**src/rtl/serial_io_buffer.sv**
```systemverilog
// Processor <-> host byte buffer: a TX FIFO (processor to host) and an RX FIFO
// (host to processor), both first-word-fall-through, with sticky error flags.

module serial_io_buffer_fifo #(
   parameter int DEPTH = 8
) (
   input  logic       clock,
   input  logic       reset,
   input  logic [7:0] wr_data,
   input  logic       wr_req,
   input  logic       rd_req,
   output logic [7:0] rd_data,
   output logic       not_full,
   output logic       not_empty
);
   localparam int AW = $clog2(DEPTH);
   localparam int CW = AW + 1;

   logic [7:0]    mem_q [DEPTH];
   logic [AW-1:0] wptr_q, wptr_d;
   logic [AW-1:0] rptr_q, rptr_d;
   logic [CW-1:0] count_q, count_d;
   logic          push, pop;

   // Handshakes depend only on registered count, never on the partner's strobe.
   assign not_full  = (count_q != CW'(DEPTH));
   assign not_empty = (count_q != '0);
   assign push      = wr_req & not_full;
   assign pop       = rd_req & not_empty;
   assign rd_data   = mem_q[rptr_q];

   always_comb begin
      // NOTE: defaults first so every path assigns each signal and no latch is inferred.
      wptr_d  = wptr_q;
      rptr_d  = rptr_q;
      count_d = count_q;
      if (push) wptr_d = wptr_q + AW'(1);
      if (pop)  rptr_d = rptr_q + AW'(1);
      case ({push, pop})
         2'b10:   count_d = count_q + CW'(1);
         2'b01:   count_d = count_q - CW'(1);
         default: count_d = count_q;
      endcase
   end

   // NOTE: sequential state uses non-blocking assignments so all flops update together.
   always_ff @(posedge clock or posedge reset) begin
      if (reset) begin
         wptr_q  <= '0;
         rptr_q  <= '0;
         count_q <= '0;
      end else begin
         wptr_q  <= wptr_d;
         rptr_q  <= rptr_d;
         count_q <= count_d;
      end
   end

   // NOTE: storage has no reset; emptiness is tracked by the count alone.
   always_ff @(posedge clock) begin
      if (push) mem_q[wptr_q] <= wr_data;
   end
endmodule

module serial_io_buffer #(
   parameter int DEPTH = 8
) (
   input  logic       clock,
   input  logic       reset,
   input  logic [7:0] proc_wdata,
   input  logic       proc_wren,
   input  logic       proc_rden,
   output logic [7:0] proc_rdata,
   output logic       proc_rvalid,
   output logic       proc_wready,
   input  logic [7:0] host_rx_data,
   input  logic       host_rx_valid,
   output logic       host_rx_ready,
   output logic [7:0] host_tx_data,
   output logic       host_tx_valid,
   input  logic       host_tx_ready,
   output logic       tx_overflow,
   output logic       rx_underflow
);
   logic tx_overflow_q, tx_overflow_d;
   logic rx_underflow_q, rx_underflow_d;

   serial_io_buffer_fifo #(.DEPTH(DEPTH)) u_tx_fifo (
      .clock     (clock),
      .reset     (reset),
      .wr_data   (proc_wdata),
      .wr_req    (proc_wren),
      .rd_req    (host_tx_ready),
      .rd_data   (host_tx_data),
      .not_full  (proc_wready),
      .not_empty (host_tx_valid)
   );

   serial_io_buffer_fifo #(.DEPTH(DEPTH)) u_rx_fifo (
      .clock     (clock),
      .reset     (reset),
      .wr_data   (host_rx_data),
      .wr_req    (host_rx_valid),
      .rd_req    (proc_rden),
      .rd_data   (proc_rdata),
      .not_full  (host_rx_ready),
      .not_empty (proc_rvalid)
   );

   // A write into a full TX flags overflow even if the host pops on the same edge.
   always_comb begin
      tx_overflow_d  = tx_overflow_q  | (proc_wren & ~proc_wready);
      rx_underflow_d = rx_underflow_q | (proc_rden & ~proc_rvalid);
   end

   always_ff @(posedge clock or posedge reset) begin
      if (reset) begin
         tx_overflow_q  <= 1'b0;
         rx_underflow_q <= 1'b0;
      end else begin
         tx_overflow_q  <= tx_overflow_d;
         rx_underflow_q <= rx_underflow_d;
      end
   end

   assign tx_overflow  = tx_overflow_q;
   assign rx_underflow = rx_underflow_q;
endmodule

```
**config.mk**
```make
export PLATFORM = sky130hd
export DESIGN_NAME = serial_io_buffer
export DESIGN_NICKNAME = d
export VERILOG_FILES = /design/src/rtl/serial_io_buffer.sv
export SDC_FILE = /design/constraint.sdc
export NUM_CORES = 1
export LEC_CHECK = 0
export BUFFER_PORTS_ARGS = -buffer_cell sky130_fd_sc_hd__buf_2
export CAP_MARGIN = 20
export CORE_AREA = 4 4 165 167
export DETAILED_ROUTE_END_ITERATION = 16
export DIE_AREA = 0 0 169 171
export PLACE_DENSITY = 0.44
export SYNTH_ARGS = -nofsm -noshare
export SYNTH_HDL_FRONTEND = slang
export SYNTH_SLANG_ARGS = --single-unit
```
**constraint.sdc**
```tcl
create_clock -name clock -period 4.15 [get_ports clock]
set_input_delay 0.83 -clock clock [delete_from_list [all_inputs] [get_ports clock]]
set_output_delay 0.83 -clock clock [all_outputs]
set_load 0.05 [all_outputs]
```
# Word level (Yosys, flattened, before mapping)
# Memories as Yosys holds them, arrays and structs flattened.
# Cells that the tools add are included.
[classes] add_sub_neg=8 eq_ne=6 muxes=6 bitwise_logic=10 n_reduce_logical=4
[op_table] op="4-bit case mux with 2 select lines" count=2
[op_table] op="3-bit by 1-bit adder with 3-bit output (second input constant)" count=4
[op_table] op="4-bit by 1-bit adder with 4-bit output (second input constant)" count=2
[op_table] op="4-bit inequality test (second input constant)" count=2
[op_table] op="4-bit nonzero test" count=2
[op_table] op="4-bit by 1-bit subtractor with 4-bit output (second input constant)" count=2
[op_table] op="1-bit AND" count=6
[op_table] op="2-bit by 1-bit equality test with 1-bit output (second input constant)" count=2
[op_table] op="2-bit equality test (second input constant)" count=2
[op_table] op="1-bit 2-to-1 mux" count=4
[op_table] op="2-bit nonzero test" count=2
[op_table] op="1-bit NOT" count=2
[op_table] op="1-bit bitwise OR" count=2
[word_totals] register_bits=22 ramBits=128 in_bits=22 out_inout_bits=22 word_cells=44 n_memories=2
[memory_table] memory="u_rx_fifo.mem_q" words=8 word_bits=8 rd=1 rd_clocked_by_memory_dff=0 wr=1 line_no="19" text="logic [7:0] mem_q [DEPTH];"
[memory_table] memory="u_tx_fifo.mem_q" words=8 word_bits=8 rd=1 rd_clocked_by_memory_dff=0 wr=1 line_no="19"

# Logic depth before layout (Yosys ltp)
# Gate-level depths: netlist of run 1.
[logic_depth] ltp_word=4 ltp_mapped=10 mapped_depth_nobuf=9

# Cells and area by module
# A second synthesis of run 1 with hierarchy kept.
[unflattened] hier_cells=325 area_unflattened_um2=6339.8
[modules_own_cells] mod="serial_io_buffer_fifo" n_inst=2 cells_each=159 area_each_um2=3131.8 seq_area_each_um2=2172.1
[modules_own_cells] mod="serial_io_buffer" n_inst=1 cells_each=7 area_each_um2=76.3 seq_area_each_um2=50.0

# Least setup slack after synthesis of run 1
# Ideal clock, no wire load.
[synth_path] path_type="register -> register" startpoint="register u_rx_fifo.count_q[1]" endpoint="register u_rx_fifo.count_q[3]" setup_ns=0.090 arrival_time_ns=2.632 required_ns=4.060 slack_ns=1.427 path_stages_with_launch=10 path_buffers=2 synth_period_minus_slack_ns=2.723 cell_sequence="dfrtp_1 -> buf_6 -> or4_4 -> nand2_1 -> inv_1 -> ha_1 -> buf_2 -> or4b_2 -> a21o_1 -> o221ai_1"
[synth_via] elab_chain_cells=4 word_cells_on_any_way=10 classes_between="2 x add/sub; 3 x eq/ne; 1 x mux; 2 x bitwise; 2 x reduce/logical"
[synth_rtl] element="start: declaration" line_no="22" text="logic [CW-1:0] count_q, count_d;"
[synth_rtl] element="start signal: assignment" line_no="55" text="count_q <= count_d;"
[synth_rtl] element="4-bit nonzero test (*)" line_no="27" text="assign not_empty = (count_q != '0);"
[synth_rtl] element="net proc_rvalid" line_no="74" text="output logic proc_rvalid,"
[synth_rtl] element="1-bit AND (*)" line_no="29" text="assign pop = rd_req & not_empty;"
[synth_rtl] element="net u_rx_fifo.pop" line_no="23" text="logic push, pop;"
[synth_rtl] element="2-bit by 1-bit equality test with 1-bit output or 2-bit equality test (tied branches)" line_no="39" text="case ({push, pop})"
[synth_rtl] element="4-bit case mux with 2 select lines or 2-bit nonzero test (tied branches)"
# The timed path passes the listed nets; every way through them passes the cells marked *.
# A chain may end at the register's enable or synchronous reset.

# Worst setup path in the final report of run 1
[layout_path] startpoint="register u_rx_fifo.rptr_q[0]" endpoint="output proc_rdata[5]"
[layout_via] elab_chain_cells=1
[layout_rtl] element="start: declaration" line_no="21" text="logic [AW-1:0] rptr_q, rptr_d;"
[layout_rtl] element="start signal: assignment" line_no="54" text="rptr_q <= rptr_d;"
[layout_rtl] element="memory 8 x 8 bit"
[layout_rtl] element="end: declaration" line_no="73" text="output logic [7:0] proc_rdata,"
# Every way passes these cells.

==> impl_metrics.ini, run 1 <==
[grt]
grt_pass1_vias = 3181
antenna_found_initial = 1
track_usage_pct = 8.668
grt_max_degree = 23
overflow = 0
grt_pass1_wl_mm = 18.44

[clocking]
cts_hold_buf = 0
cts_tree = built
htreeDepth = 4
cts-root-buf = clkbuf_16
cts_buffers = 17
cts_resized = 0
insertion_delay_ps = 410
cts_setup_buffers = 0
cts_sinks = 150
clockBufferDepth = 2
clk_pin_slew_ps = 70

[logic_synthesis]
avgSynthCellArea_um2 = 19.98
synth_top_area_cell = edfxtp_1
async_flop_share_pct = 14.67
syn_area_mm2 = 0.006354
synthesis.nets = 350
yosysTopAreaCellShare_pct = 60.50
synth_common_cells = edfxtp_1, mux4_1, dfrtp_1, mux2_2, xnor2_1
seq_area_frac_synth_pct = 69.16
synth_edf_count = 128
synth_most_common_cell = edfxtp_1
synth_flop_cell = edfxtp_1
synth_warnings = 0
synth_area_leaders = edfxtp_1, mux4_1, dfrtp_1, mux2_2, ha_1
synth_seq_cells = 150
ys_types = 39
syn_inst = 318

[sta]
max_slew_margin_pct = 33.17
final.period_utilization_pct = 79.95
worst_pin_slew_ps = 998.8
fmax_mhz = 301.4
fin_crit_ps = 3318
finalSetupTns_ps = 0
setup_viol = 0
final_max_slew_viol_count = 0
rsz0062_at_grt = false
hold_viol = 0
fin_ws_ps = 832.2
clock_skew_ps = 11.79

[run_status]
status = completed

[critical_path]
arrival_ps = 2490
start_kind = flip-flop
path_max_fanout = 17
endpoint_kind = primary output
crit_type = flip-flop to primary output
required_ps = 3320

[drt]
vias = 3007
wl_mm = 12.10
antenna_left = 0
drt-vias-per-instance = 4.206
dr.pass1.iters = 4
drt_iter0_markers = 125
drc = 0
routedWlPerCell_um = 16.93

[placement]
port_buffers = 43
dp.cells = 683
place_ws_ps = 1221
dp_hpwl_mm = 7.676
gp_congestion = 0.6653

[finish]
finalNetCount = 399
fillerInstances = 2499
final_core_util_pct = 29.12
diodes = 0
finalNonFillerCells = 715
drive_above_1_share_pct = 29.74
areaGrowthSynthToFinish_pct = 18.08

[power_and_ir_drop]
cellLeakagePower_nw = 2.607
p_per_area_mw_per_mm2 = 752.2
p_total_w = 0.005643
ir_worst_vdd_v = 0.0003832

[die]
io_pins = 44
rows = 59
dieArea_mm2 = 0.02890
start_util_pct = 24.66
die_w_um = 169
core_region_area_mm2 = 0.02576
fp.dieH_um = 171

[worst_hold_path]
hp-class = flip-flop to flip-flop

[run]
cap_violations = 0
## stage by stage
stage / area [um2] / hold slack [ps]
6_report: 7502 / 479.7
5_1_grt: 7502 / 503.2
3_3_place_gp: 6902 / 456.8
2_1_floorplan: 6354 / 484.2
3_5_place_dp: 6902 / 464.6
4_1_cts: 7502 / 484.4
## logic make-up (layout without fill, tap and decap cells)
kind of cell / after synthesis / count (layout) / share of synthesized area, %
buf+inv: 25 / 87 / 2.718
compound gates: 14 / 14 / 1.733
xor+xnor: 14 / 14 / 1.930
mux: 56 / 56 / 17.57
flops: 150 / 150 / 69.16
simple gates: 49 / 49 / 4.923
fa+ha+maj: 10 / 10 / 1.969
## worst paths after layout
| kind | from | to | slack [ps] | depth (start not counted) |
|---|---|---|---|---|
| max | u_rx_fifo.rptr_q[0] | proc_rdata[5] | 830 | 3 |
| max reg2reg | u_rx_fifo.count_q[0] | u_rx_fifo.count_q[3] | 1430 | 7 |
| max in group asynchronous | reset | u_rx_fifo.rptr_q[2] | 3000 | 2 |
| min in group asynchronous | reset | tx_overflow | 590 | 2 |
| min reg2reg | tx_overflow | tx_overflow | 480 | 1 |
| min | tx_overflow | tx_overflow | 480 | 1 |
## sequential cells by signal (all words and copies together) (netlist names)
name	count
tx_overflow	1
u_tx_fifo.mem_q	64
rx_underflow	1
u_tx_fifo.wptr_q	3
u_rx_fifo.mem_q	64
u_rx_fifo.count_q	4
u_rx_fifo.wptr_q	3
u_rx_fifo.rptr_q	3
u_tx_fifo.count_q	4
u_tx_fifo.rptr_q	3
## critical path, cell delays in order, from the launching register on
cell and delay [ps]:
dfrtp_1 920, mux4_1 640, mux2_2 290, buf_2 210
## where the power goes
part	switching [W]	total [W]	internal, W
Sequential	0.000326	0.00227	0.00194
Combinational	0.00108	0.00185	0.000767
Clock	0.000708	0.00152	0.000815
Total	0.00212	0.00564	0.00352
## area by class of cell
type                    instances  area [um2]  area share (%)
clock inverters                15       175.2           2.335
repair buffers                 46       237.7           3.169
multi-input cells             143        1817           24.22
well taps                     335       419.2           5.587
clock buffers                  17       425.4           5.670
flip-flops and latches        150        4394           58.57
inverters                       9       33.78          0.4503
## per-layer routing
layer | share of wire (%) | GRT usage, % | routed length (um) | vias to the layer above
li1 | - | - | - | 1416
met3 | 4.5 | 3.119 | 545 | 13
met2 | 53 | 15.57 | 6388 | 52
met4 | 1.1 | 2.555 | 138 | 2
met1 | 41 | 9.698 | 5010 | 1524
met5 | 0.17 | 0 | 20 | -
## cells in the final DEF (no fill, tap or decap), types with 3 or more instances in the layout
master,instances
buf_2,43
buf_4,3
clkbuf_16,17
clkinv_8,4
dfrtp_1,22
edfxtp_1,128
ha_1,10
inv_1,9
inv_8,6
mux2_2,20
mux4_1,32
nand2_1,4
nand2b_1,4
nand3_1,6
nand3b_1,3
nor2_1,11
nor3_2,6
xnor2_1,12
(Power assumes the default switching activity.)
==> run 2: changes to the inputs <==
--- a/config.mk
+++ b/config.mk
@@ -10,7 +10,7 @@
 export CORE_AREA = 4 4 165 167
 export DETAILED_ROUTE_END_ITERATION = 16
 export DIE_AREA = 0 0 169 171
-export PLACE_DENSITY = 0.44
+export PLACE_DENSITY = 0.46
 export SYNTH_ARGS = -nofsm -noshare
 export SYNTH_HDL_FRONTEND = slang
 export SYNTH_SLANG_ARGS = --single-unit
==> constraint.sdc (replaced) <==
create_clock -name clock -period 3 [get_ports clock]
set_input_delay 0.6 -clock clock [delete_from_list [all_inputs] [get_ports clock]]
set_output_delay 0.6 -clock clock [all_outputs]
set_load 0.05 [all_outputs]
==> run 2 against run 1 <==
Critical endpoint is now host_tx_data[2]. Wire length rose by 2.8%. Via count increased by 2.4%. Sequential share of layout area is 0.53 points lower. Global-route usage up 0.41 points. Clock power up 37%. First-iteration DRC count grew 45%.
==> impl_metrics.ini, run 2 (synthesis gave the netlist of run 1 again) <==
[finish]
final_core_util_pct = 29.39
drive_above_1_share_pct = 30.89
largest_registers = u_rx_fifo.mem_q x64, u_tx_fifo.mem_q x64
layout_common_cells = edfxtp_1, buf_2, mux4_1
areaGrowthSynthToFinish_pct = 19.16
mostFrequentLayoutCell = edfxtp_1
finalNetCount = 414
diodes = 0

[grt]
overflow = 0
track_usage_pct = 9.082
antenna_found_initial = 0
grt_pass1_vias = 3265
grt_pass1_wl_mm = 19.44
grt_max_degree = 23

[sta]
finalSetupTns_ps = 0
hold_viol = 0
rsz0062_at_grt = false
clock_skew_ps = 9.745
fmax_mhz = 349.5
final.period_utilization_pct = 95.38
final_max_slew_viol_count = 0
worst_pin_slew_ps = 929.9
fin_crit_ps = 2861
setup_viol = 0
max_slew_margin_pct = 37.94

[critical_path]
r2r_slack_ps = 300
slowest_stage = mux4_1
required_ps = 2400
path_max_fanout = 16
cpPeakStageDelay_ps = 630
cp.buffers_inverters = 2
start_kind = flip-flop
crit_type = flip-flop to primary output
cp_top_family = multiplexers
arrival_ps = 2260
endpoint_kind = primary output
cp_cell_sequence = buf_4 -> mux4_1 -> mux2_2 -> buf_2

[power_and_ir_drop]
ir_worst_vdd_v = 0.0006051
p_seq_share_pct = 39.1
netSwitchingFraction_pct = 36.85
p_int_w = 0.004969
cellLeakagePower_nw = 2.668
clockPowerShare_pct = 26.6
combPwrFrac_pct = 34.3
switching_power_w = 0.002899
p_per_area_mw_per_mm2 = 1039

[placement]
gp_congestion = 0.7034
dp_hpwl_mm = 7.932
port_buffers = 43

[drt]
drt_iter0_markers = 181
antenna_left = 0
drt-vias-per-instance = 4.216
dr.pass1.iters = 4
routedWlPerCell_um = 17.04
wl_mm = 12.44
vias = 3078
drc = 0

[die]
fp.dieH_um = 171
dieArea_mm2 = 0.02890
start_util_pct = 24.66
core_region_area_mm2 = 0.02576
rows = 59
die_w_um = 169
io_pins = 44

[run]
cap_violations = 0

[worst_hold_path]
hp-class = input port to async pin

[clocking]
cts_tree = built
cts_hold_buf = 0
insertion_delay_ps = 420
cts_buffers = 17
cts_setup_buffers = 0
cts_sinks = 150
clk_pin_slew_ps = 70
cts-root-buf = clkbuf_16
htreeDepth = 4
cts_resized = 0
clockBufferDepth = 2

[run_status]
status = completed
run 2: changes by cell type in the layout (fill, tap and decap cells not counted):
cell        delta
inv_6          +4
nor3_1         +6
clkinvlp_4     +2
buf_4         +15
inv_8          -4
nor3_2         -6
clkinv_8       -3
bufinv_16      +1
run 2: through the flow:
stage	hold slack [ps]	area, um2	setup slack [ps]	total power, W	cells
detailed placement	476.8	6984	315.2	0.005883	698
CTS	411.7	7571	92.97	0.007996	730
floorplan	484.2	6354	277.4	0.005238	318
global placement	470.2	6984	397.3	0.005815	698
finish	377.8	7571	138.5	0.007868	730
global route	431.4	7571	52.06	0.008308	730
run 2: area by class of cell:
class,count,area (um2)
Clock buffer,17,425.4
Clock inverter,15,161.4
Fill cell,2499,18190
Inverter,9,33.78
Multi-Input combinational cell,143,1787
Sequential cell,150,4394
Tap cell,335,419.2
Timing Repair Buffer,61,350.3
run 2: path summary, 6_finish.rpt:
path | from | to | depth (start not counted)
min | reset | u_tx_fifo.count_q[3] | 2
min reg2reg | rx_underflow | rx_underflow | 1
min in group clock | host_rx_data[0] | u_rx_fifo.mem_q[1][0] | 1
max reg2reg | u_rx_fifo.count_q[0] | u_rx_fifo.count_q[3] | 7
max | u_tx_fifo.rptr_q[0] | host_tx_data[2] | 4
max in group asynchronous | reset | u_tx_fifo.wptr_q[2] | 2
run 2: power by group through the flow:
| stage | logic, W | registers (W) | clock network (W) |
|---|---|---|---|
| 6_report | 0.00270 | 0.00307 | 0.00209 |
| 5_1_grt | 0.00292 | 0.00314 | 0.00225 |
| 4_1_cts | 0.00277 | 0.00308 | 0.00214 |
| 3_5_place_dp | 0.00276 | 0.00313 | 0 |
| 3_3_place_gp | 0.00272 | 0.00310 | 0 |
| 2_1_floorplan | 0.00232 | 0.00291 | 0 |
run 2: metal layers:
layer  vias up  share of wire (%)  track usage [%]
li1       1439                  -                -
met1      1571                 44            10.82
met2        56                 51            15.76
met3        12                4.1            2.796
met4         0                1.4            2.940
met5         -                  0                0
